## src/rtl/uart_pkg.sv

```systemverilog
// ---------------------------------------------------------------------------
// uart_pkg
// Shared definitions for the UART transmit/receive stages.
//   tx_state_t          : transmitter state encoding (also usable for debug)
//   UART_DATA_BITS      : data bits per frame (8n1 framing)
//   UART_CHECKSUM_WIDTH : width of the optional running byte checksum
// ---------------------------------------------------------------------------
package uart_pkg;

  localparam int UART_DATA_BITS      = 8;
  localparam int UART_CHECKSUM_WIDTH = 32;

  typedef enum logic [1:0] {
    TX_IDLE,
    TX_START,
    TX_DATA,
    TX_STOP
  } tx_state_t;

endpackage

```

## src/rtl/uart_bit_timer.sv

```systemverilog
// ---------------------------------------------------------------------------
// uart_bit_timer
// Free-running bit-period counter shared by the UART transmitter and receiver.
// The counter runs 0..cycles_per_bit-1 and wraps; the wrap cycle is the last
// cycle of the current serial bit.
//
// Parameters:
//   cycles_per_bit : clocks per serial bit (>= 2)
// Ports:
//   clock           in  : clock, all state updates on posedge
//   tick_reset      in  : synchronous active-high reset, counter -> 0
//   tick_restart    in  : hold the counter at 0 (next cycle is bit cycle 0)
//   get_bit_end_ret out : high during the last cycle of a bit period
// ---------------------------------------------------------------------------
module uart_bit_timer #(
  parameter int cycles_per_bit = 4
) (
  input  logic clock,
  input  logic tick_reset,
  input  logic tick_restart,
  output logic get_bit_end_ret
);

  localparam int W = (cycles_per_bit > 1) ? $clog2(cycles_per_bit) : 1;
  localparam logic [W-1:0] LAST = W'(cycles_per_bit - 1);

  logic [W-1:0] bit_delay;

  always_ff @(posedge clock) begin
    if (tick_reset || tick_restart) begin
      bit_delay <= '0;
    end else if (bit_delay == LAST) begin
      bit_delay <= '0;
    end else begin
      bit_delay <= bit_delay + W'(1);
    end
  end

  assign get_bit_end_ret = (bit_delay == LAST);

endmodule

```

## src/rtl/uart_tx_buffered.sv

```systemverilog
// ---------------------------------------------------------------------------
// uart_tx_buffered
// 8n1 serial transmitter with a one-byte holding register. A producer can
// queue the next byte while the current frame shifts out; back-to-back frames
// follow each other with no idle cycle between the stop and start bits.
//
// Handshake: a byte is transferred on a posedge where tick_req is high and
// get_cts_ret is high (and tick_reset is low). tick_data is sampled only on
// that edge. While get_cts_ret is low, tick_req is ignored and the producer
// must keep offering the byte.
//
// Parameters:
//   cycles_per_bit : clocks per serial bit (>= 2)
//   stop_bits      : 1 or 2
// Ports:
//   clock            in      : clock
//   tick_reset       in      : synchronous active-high reset (aborts frame,
//                              discards any held byte)
//   tick_req         in      : producer offers tick_data
//   tick_data        in  [8] : byte to transmit (LSB first)
//   get_serial_ret   out     : serial line, idles high
//   get_cts_ret      out     : clear-to-send (holding register empty)
//   get_idle_ret     out     : shifter idle and holding register empty
//   get_checksum_ret out [32]: only with UART_TX_CHECKSUM_EN; running sum of
//                              every byte whose frame completed, mod 2^32
//
// Optional build macro: UART_TX_CHECKSUM_EN
// ---------------------------------------------------------------------------
module uart_tx_buffered
  import uart_pkg::*;
#(
  parameter int cycles_per_bit = 4,
  parameter int stop_bits      = 1
) (
  input  logic       clock,
  input  logic       tick_reset,
  input  logic       tick_req,
  input  logic [7:0] tick_data,
  output logic       get_serial_ret,
  output logic       get_cts_ret,
  output logic       get_idle_ret
`ifdef UART_TX_CHECKSUM_EN
  ,
  output logic [UART_CHECKSUM_WIDTH-1:0] get_checksum_ret
`endif
);

  localparam logic [2:0] LAST_DATA = 3'(UART_DATA_BITS - 1);
  localparam logic [2:0] LAST_STOP = 3'(stop_bits - 1);

  tx_state_t  tx_state;
  logic [2:0] bit_count;
  logic [7:0] shift;
  logic [7:0] hold_data;
  logic       hold_full;

  logic bit_end;
  logic frame_end;
  logic accept;
  logic direct_load;

  // The timer is parked at 0 while idle, so the start bit of a frame loaded
  // from idle always gets a full bit period. Between back-to-back frames the
  // counter simply wraps, which gives the same result.
  uart_bit_timer #(
    .cycles_per_bit(cycles_per_bit)
  ) u_bit_timer (
    .clock          (clock),
    .tick_reset     (tick_reset),
    .tick_restart   (tx_state == TX_IDLE),
    .get_bit_end_ret(bit_end)
  );

  assign frame_end = (tx_state == TX_STOP) && bit_end && (bit_count == LAST_STOP);
  assign accept    = tick_req && !hold_full;
  // A new byte bypasses the holding register when the shifter is free on
  // this edge: either idle, or finishing a frame with nothing queued.
  assign direct_load = accept && ((tx_state == TX_IDLE) || (frame_end && !hold_full));

  always_ff @(posedge clock) begin
    if (tick_reset) begin
      tx_state  <= TX_IDLE;
      bit_count <= '0;
      shift     <= '0;
      hold_data <= '0;
      hold_full <= 1'b0;
    end else begin
      unique case (tx_state)
        TX_IDLE: begin
          if (direct_load) begin
            shift    <= tick_data;
            tx_state <= TX_START;
          end
        end
        TX_START: begin
          if (bit_end) begin
            tx_state  <= TX_DATA;
            bit_count <= '0;
          end
        end
        TX_DATA: begin
          if (bit_end) begin
            shift <= shift >> 1;
            if (bit_count == LAST_DATA) begin
              tx_state  <= TX_STOP;
              bit_count <= '0;
            end else begin
              bit_count <= bit_count + 3'd1;
            end
          end
        end
        TX_STOP: begin
          if (bit_end) begin
            if (bit_count != LAST_STOP) begin
              bit_count <= bit_count + 3'd1;
            end else begin
              bit_count <= '0;
              if (hold_full) begin
                // Queued byte goes straight out: no idle cycle on the line.
                shift     <= hold_data;
                hold_full <= 1'b0;
                tx_state  <= TX_START;
              end else if (direct_load) begin
                shift    <= tick_data;
                tx_state <= TX_START;
              end else begin
                tx_state <= TX_IDLE;
              end
            end
          end
        end
        default: tx_state <= TX_IDLE;
      endcase

      // accept implies hold_full was 0, so this never collides with the
      // clear at frame end above.
      if (accept && !direct_load) begin
        hold_data <= tick_data;
        hold_full <= 1'b1;
      end
    end
  end

  always_comb begin
    get_serial_ret = 1'b1;
    unique case (tx_state)
      TX_IDLE:  get_serial_ret = 1'b1;
      TX_START: get_serial_ret = 1'b0;
      TX_DATA:  get_serial_ret = shift[0];
      TX_STOP:  get_serial_ret = 1'b1;
      default:  get_serial_ret = 1'b1;
    endcase
  end

  assign get_cts_ret  = !hold_full;
  assign get_idle_ret = (tx_state == TX_IDLE) && !hold_full;

`ifdef UART_TX_CHECKSUM_EN
  // The shifter is consumed as bits go out, so keep a copy of the byte in
  // flight and add it when its last stop cycle completes.
  logic [7:0]                     frame_byte;
  logic [UART_CHECKSUM_WIDTH-1:0] checksum;

  always_ff @(posedge clock) begin
    if (tick_reset) begin
      frame_byte <= '0;
      checksum   <= '0;
    end else begin
      if (direct_load) begin
        frame_byte <= tick_data;
      end else if (frame_end && hold_full) begin
        frame_byte <= hold_data;
      end
      if (frame_end) begin
        checksum <= checksum + UART_CHECKSUM_WIDTH'(frame_byte);
      end
    end
  end

  assign get_checksum_ret = checksum;
`endif

endmodule

```

## config.mk

```make
export PLATFORM = sky130hd
export DESIGN_NAME = uart_tx_buffered
export DESIGN_NICKNAME = d
export VERILOG_FILES = /design/src/rtl/uart_pkg.sv /design/src/rtl/uart_bit_timer.sv /design/src/rtl/uart_tx_buffered.sv
export SDC_FILE = /design/constraint.sdc
export NUM_CORES = 1
export LEC_CHECK = 0
export ABC_AREA = 0
export CAP_MARGIN = 10
export CORE_AREA = 2 2 53 55
export CTS_CLUSTER_SIZE = 10
export DETAILED_ROUTE_END_ITERATION = 12
export DIE_AREA = 0 0 55 57
export GPL_TIMING_DRIVEN = 0
export MAX_ROUTING_LAYER = met4
export PLACE_DENSITY_LB_ADDON = 0.25
export SKIP_LAST_GASP = 1
export SLEW_MARGIN = 25
export SYNTH_ARGS = -nofsm -noshare
export SYNTH_HDL_FRONTEND = slang
export SYNTH_SLANG_ARGS = --single-unit
export TNS_END_PERCENT = 20
```

## constraint.sdc

```tcl
create_clock -name clock -period 2.6 [get_ports clock]
set_clock_uncertainty 0.15 [all_clocks]
set_input_delay 0.52 -clock clock [delete_from_list [all_inputs] [get_ports clock]]
set_output_delay 0.52 -clock clock [all_outputs]
set_load 0.01 [all_outputs]
```

==> flow_metrics.env <==
export IMPL_outcome="completed"
export IMPL_place_congestion=0.817
export IMPL_path_class="flop to output pin"
export IMPL_synth_cell_types=37
export IMPL_crit_reg2reg_launch="tx_state[0]"
export IMPL_grtUsageTotal_pct=20.7
export IMPL_synth_cells=144
export IMPL_grt_pass1_vias=1032
export IMPL_synthMuxAreaShare_pct=16.5
export IMPL_start_kind="flop"
export IMPL_relSlewSlack_pct=63.3
export IMPL_cts_made_buffers=3
export IMPL_grt_pass1_wl_um=4640
export IMPL_hold_depth=1
export IMPL_synth_edff_count=0
export IMPL_postSynthRegisterBits=24
export IMPL_crit_arrival_ns=1.78
export IMPL_maxCapViolCount=0
export IMPL_syn_nets=164
export IMPL_syn_to_final_growth_pct=17.2
export IMPL_core_area_um2=2620
export IMPL_synth_avg_cell_area_um2=9.27
export IMPL_cts_sinks=24
export IMPL_synthSimpleGateAreaFrac_pct=15.5
export IMPL_antenna_found_initial=0
export IMPL_overflow=0
export IMPL_ff2ff_setup_slack_ns=0.35
export IMPL_post_dp_hpwl_um=2060
export IMPL_post_route_util_pct=59.8
export IMPL_wl_um=2810
export IMPL_via_count=1080
export IMPL_root_buffer="clkbuf_4"
export IMPL_wl_per_cell_um=14.6
export IMPL_grt_max_degree=14
export IMPL_clk_pin_slew_worst_paths_ns=0.13
export IMPL_viasPerCell=5.63
export IMPL_synth_top_family_by_area="compound AO/OA/AOI/OAI gates"
export IMPL_r2r_cells=7
export IMPL_rows=19
export IMPL_finalSetupViolCount=0
export IMPL_powerDensity_nw_per_um2=940
export IMPL_initial_utilization_pct=51.1
export IMPL_postRouteAntennaNets=0
export IMPL_fp_dieH_um=57
export IMPL_end_kind="output pin"
export IMPL_die_area_um2=3140
export IMPL_fillCellCount=251
export IMPL_final_nets=182
export IMPL_clk_insertion_delay_late_ns=0.31
export IMPL_layout_worst_path_cycle_share_pct=94.1
export IMPL_cp_max_fo=10
export IMPL_synthAdderAreaFrac_pct=8.43
export IMPL_drive_gt1_share_pct=10.6
export IMPL_drt_pass1_iterations=4
export IMPL_synth_xor_area_share_pct=0
export IMPL_whs_endpoint="u_bit_timer.bit_delay[0]"
export IMPL_synthesis_area_um2=1340
export IMPL_fin_crit_ns=2.45
export IMPL_cts_tree="yes"
export IMPL_cts_path_max_buffers=2
export IMPL_fmax_mhz=409
export IMPL_postLayoutCellArea_um2=1560
export IMPL_min_delay_start="u_bit_timer.bit_delay[0]"
export IMPL_rsz0062_at_grt="no"
export IMPL_vdd_drop_max_v=0.000609
export IMPL_hold_class="flop to flop"
export IMPL_ys_seq_area_share_pct=36.0
export IMPL_power_w=0.00147
export IMPL_leakagePower_nw=0.674
export IMPL_ys_flop_type="dfxtp_1"
export IMPL_drv_slew=0
export IMPL_worstPathRequired_ns=1.93
export IMPL_dpl_cell_area_um2=1500
export IMPL_htree_num_levels=1
export IMPL_diodes=0
export IMPL_drcViolationCount=0
export IMPL_die_width_um=55
export IMPL_portBuffers=13
export IMPL_hold_viol=0
export IMPL_worst_pin_slew_ns=0.551
export IMPL_r2r_end="shift[5]"
export IMPL_synth_compound_area_share_pct=18.6
export IMPL_yosysWarningCount=0
export IMPL_io_pins=14
export IMPL_synth_async_reset_ratio_pct=0
export IMPL_drtIter0Drc=33
[routing by layer]
metal,track usage [%],part of all wire [%],up-vias
met4,4.88,0.64,0
met3,3.40,2.0,2
met2,33.7,48,12
met5,-,0,-
li1,-,-,555
met1,26.4,49,511
[through the flow]
stage | TNS (ns) | setup slack (ns) | cells | hold WS [ns]
2_1_floorplan | 0 | 0.647 | 144 | 0.255
3_3_place_gp | 0 | 0.0152 | 188 | 0.266
3_5_place_dp | -0.0117 | -0.0117 | 188 | 0.275
4_1_cts | 0 | 0.0874 | 192 | 0.295
5_1_grt | 0 | 0.0452 | 192 | 0.314
6_report | 0 | 0.154 | 192 | 0.293
[layout make-up]
class                   count  area [µm²]  share of cell area, %
repair buffers             13         129                   8.24
plain buffers               7        47.5                   3.04
well taps                  31        38.8                   2.48
multi-input cells         105         802                   51.3
clock buffers               4        36.3                   2.32
flip-flops and latches     24         480                   30.7
inverters                   8        30.0                   1.92
[registers in the layout, indices dropped and copies added (netlist names)]
| register | flops |
|---|---|
| bit_count | 3 |
| hold_data | 8 |
| hold_full | 1 |
| shift | 8 |
| tx_state | 2 |
| u_bit_timer.bit_delay | 2 |
[power by group]
part	internal, W	leakage [nW]	switching, W
Sequential	0.000459	0.196	0.0000657
Clock	0.0000854	0.0210	0.000107
Combinational	0.000368	0.457	0.000386
[cells in the mapped netlist, types with 2 or more instances]
master | number | area share, %
a21o_1 | 3 | 1.7
a21oi_1 | 8 | 3.0
a22o_1 | 7 | 4.6
buf_2 | 2 | 0.75
clkbuf_1 | 3 | 0.84
dfxtp_1 | 24 | 36
ha_1 | 9 | 8.4
inv_1 | 8 | 2.2
mux2i_1 | 22 | 16
nand2_1 | 6 | 1.7
nand2b_1 | 3 | 1.4
nand3_1 | 3 | 1.1
nor2_1 | 13 | 3.7
nor2b_1 | 2 | 0.94
nor3_1 | 3 | 1.1
o22ai_1 | 7 | 3.3
[cell usage in the layout, fill, tap and decap left out, types with 2 or more instances in the layout]
master / Yosys / layout
clkbuf_4: 0 / 3
clkdlybuf4s50_1: 0 / 12
mux2i_1: 22 / 22
nor2b_1: 2 / 2
inv_1: 8 / 8
clkbuf_8: 0 / 2
nand2b_1: 3 / 3
dfxtp_1: 24 / 24
a22o_1: 7 / 7
a21oi_1: 8 / 8
clkbuf_1: 3 / 2
nor2_1: 13 / 13
buf_2: 2 / 2
a21o_1: 3 / 3
nor3_1: 3 / 3
o22ai_1: 7 / 7
ha_1: 9 / 7
nand2_1: 6 / 6
nand3_1: 3 / 3
[how the worst max path moves through the flow]
stage | startpoint | endpoint | slack, ns | cells after the start
3_3_place_gp | tx_state[0] | get_serial_ret | 0.02 | 6
6_report | tx_state[0] | get_serial_ret | 0.15 | 6
2_1_floorplan | tx_state[0] | bit_count[0] | 0.65 | 6
5_1_grt | tx_state[0] | get_serial_ret | 0.05 | 6
4_1_cts | tx_state[0] | get_idle_ret | 0.09 | 4
3_5_place_dp | tx_state[0] | get_serial_ret | -0.01 | 6
[kinds of logic after synthesis]
logic type	after synthesis
and+or+nand+nor	39
AOI/OAI and AO/OA	35
DFF	24
muxes	22
buffers and inverters	15
adders and majority gates	9
[repair_timing]
action,CTS,global route
hold buffers,0,0
endpoints found under the setup margin,1,1
buffers inserted,0,0
resized for setup,5,2
[worst max-delay path, cell delays in order, from the launching register on]
cell	delay (ns)
dfxtp_1	0.38
inv_1	0.18
ha_2	0.25
clkbuf_8	0.18
nand2_1	0.06
a21oi_1	0.15
dlygate4sd2_1	0.29
No activity file was read; power rests on OpenSTA's default activity.
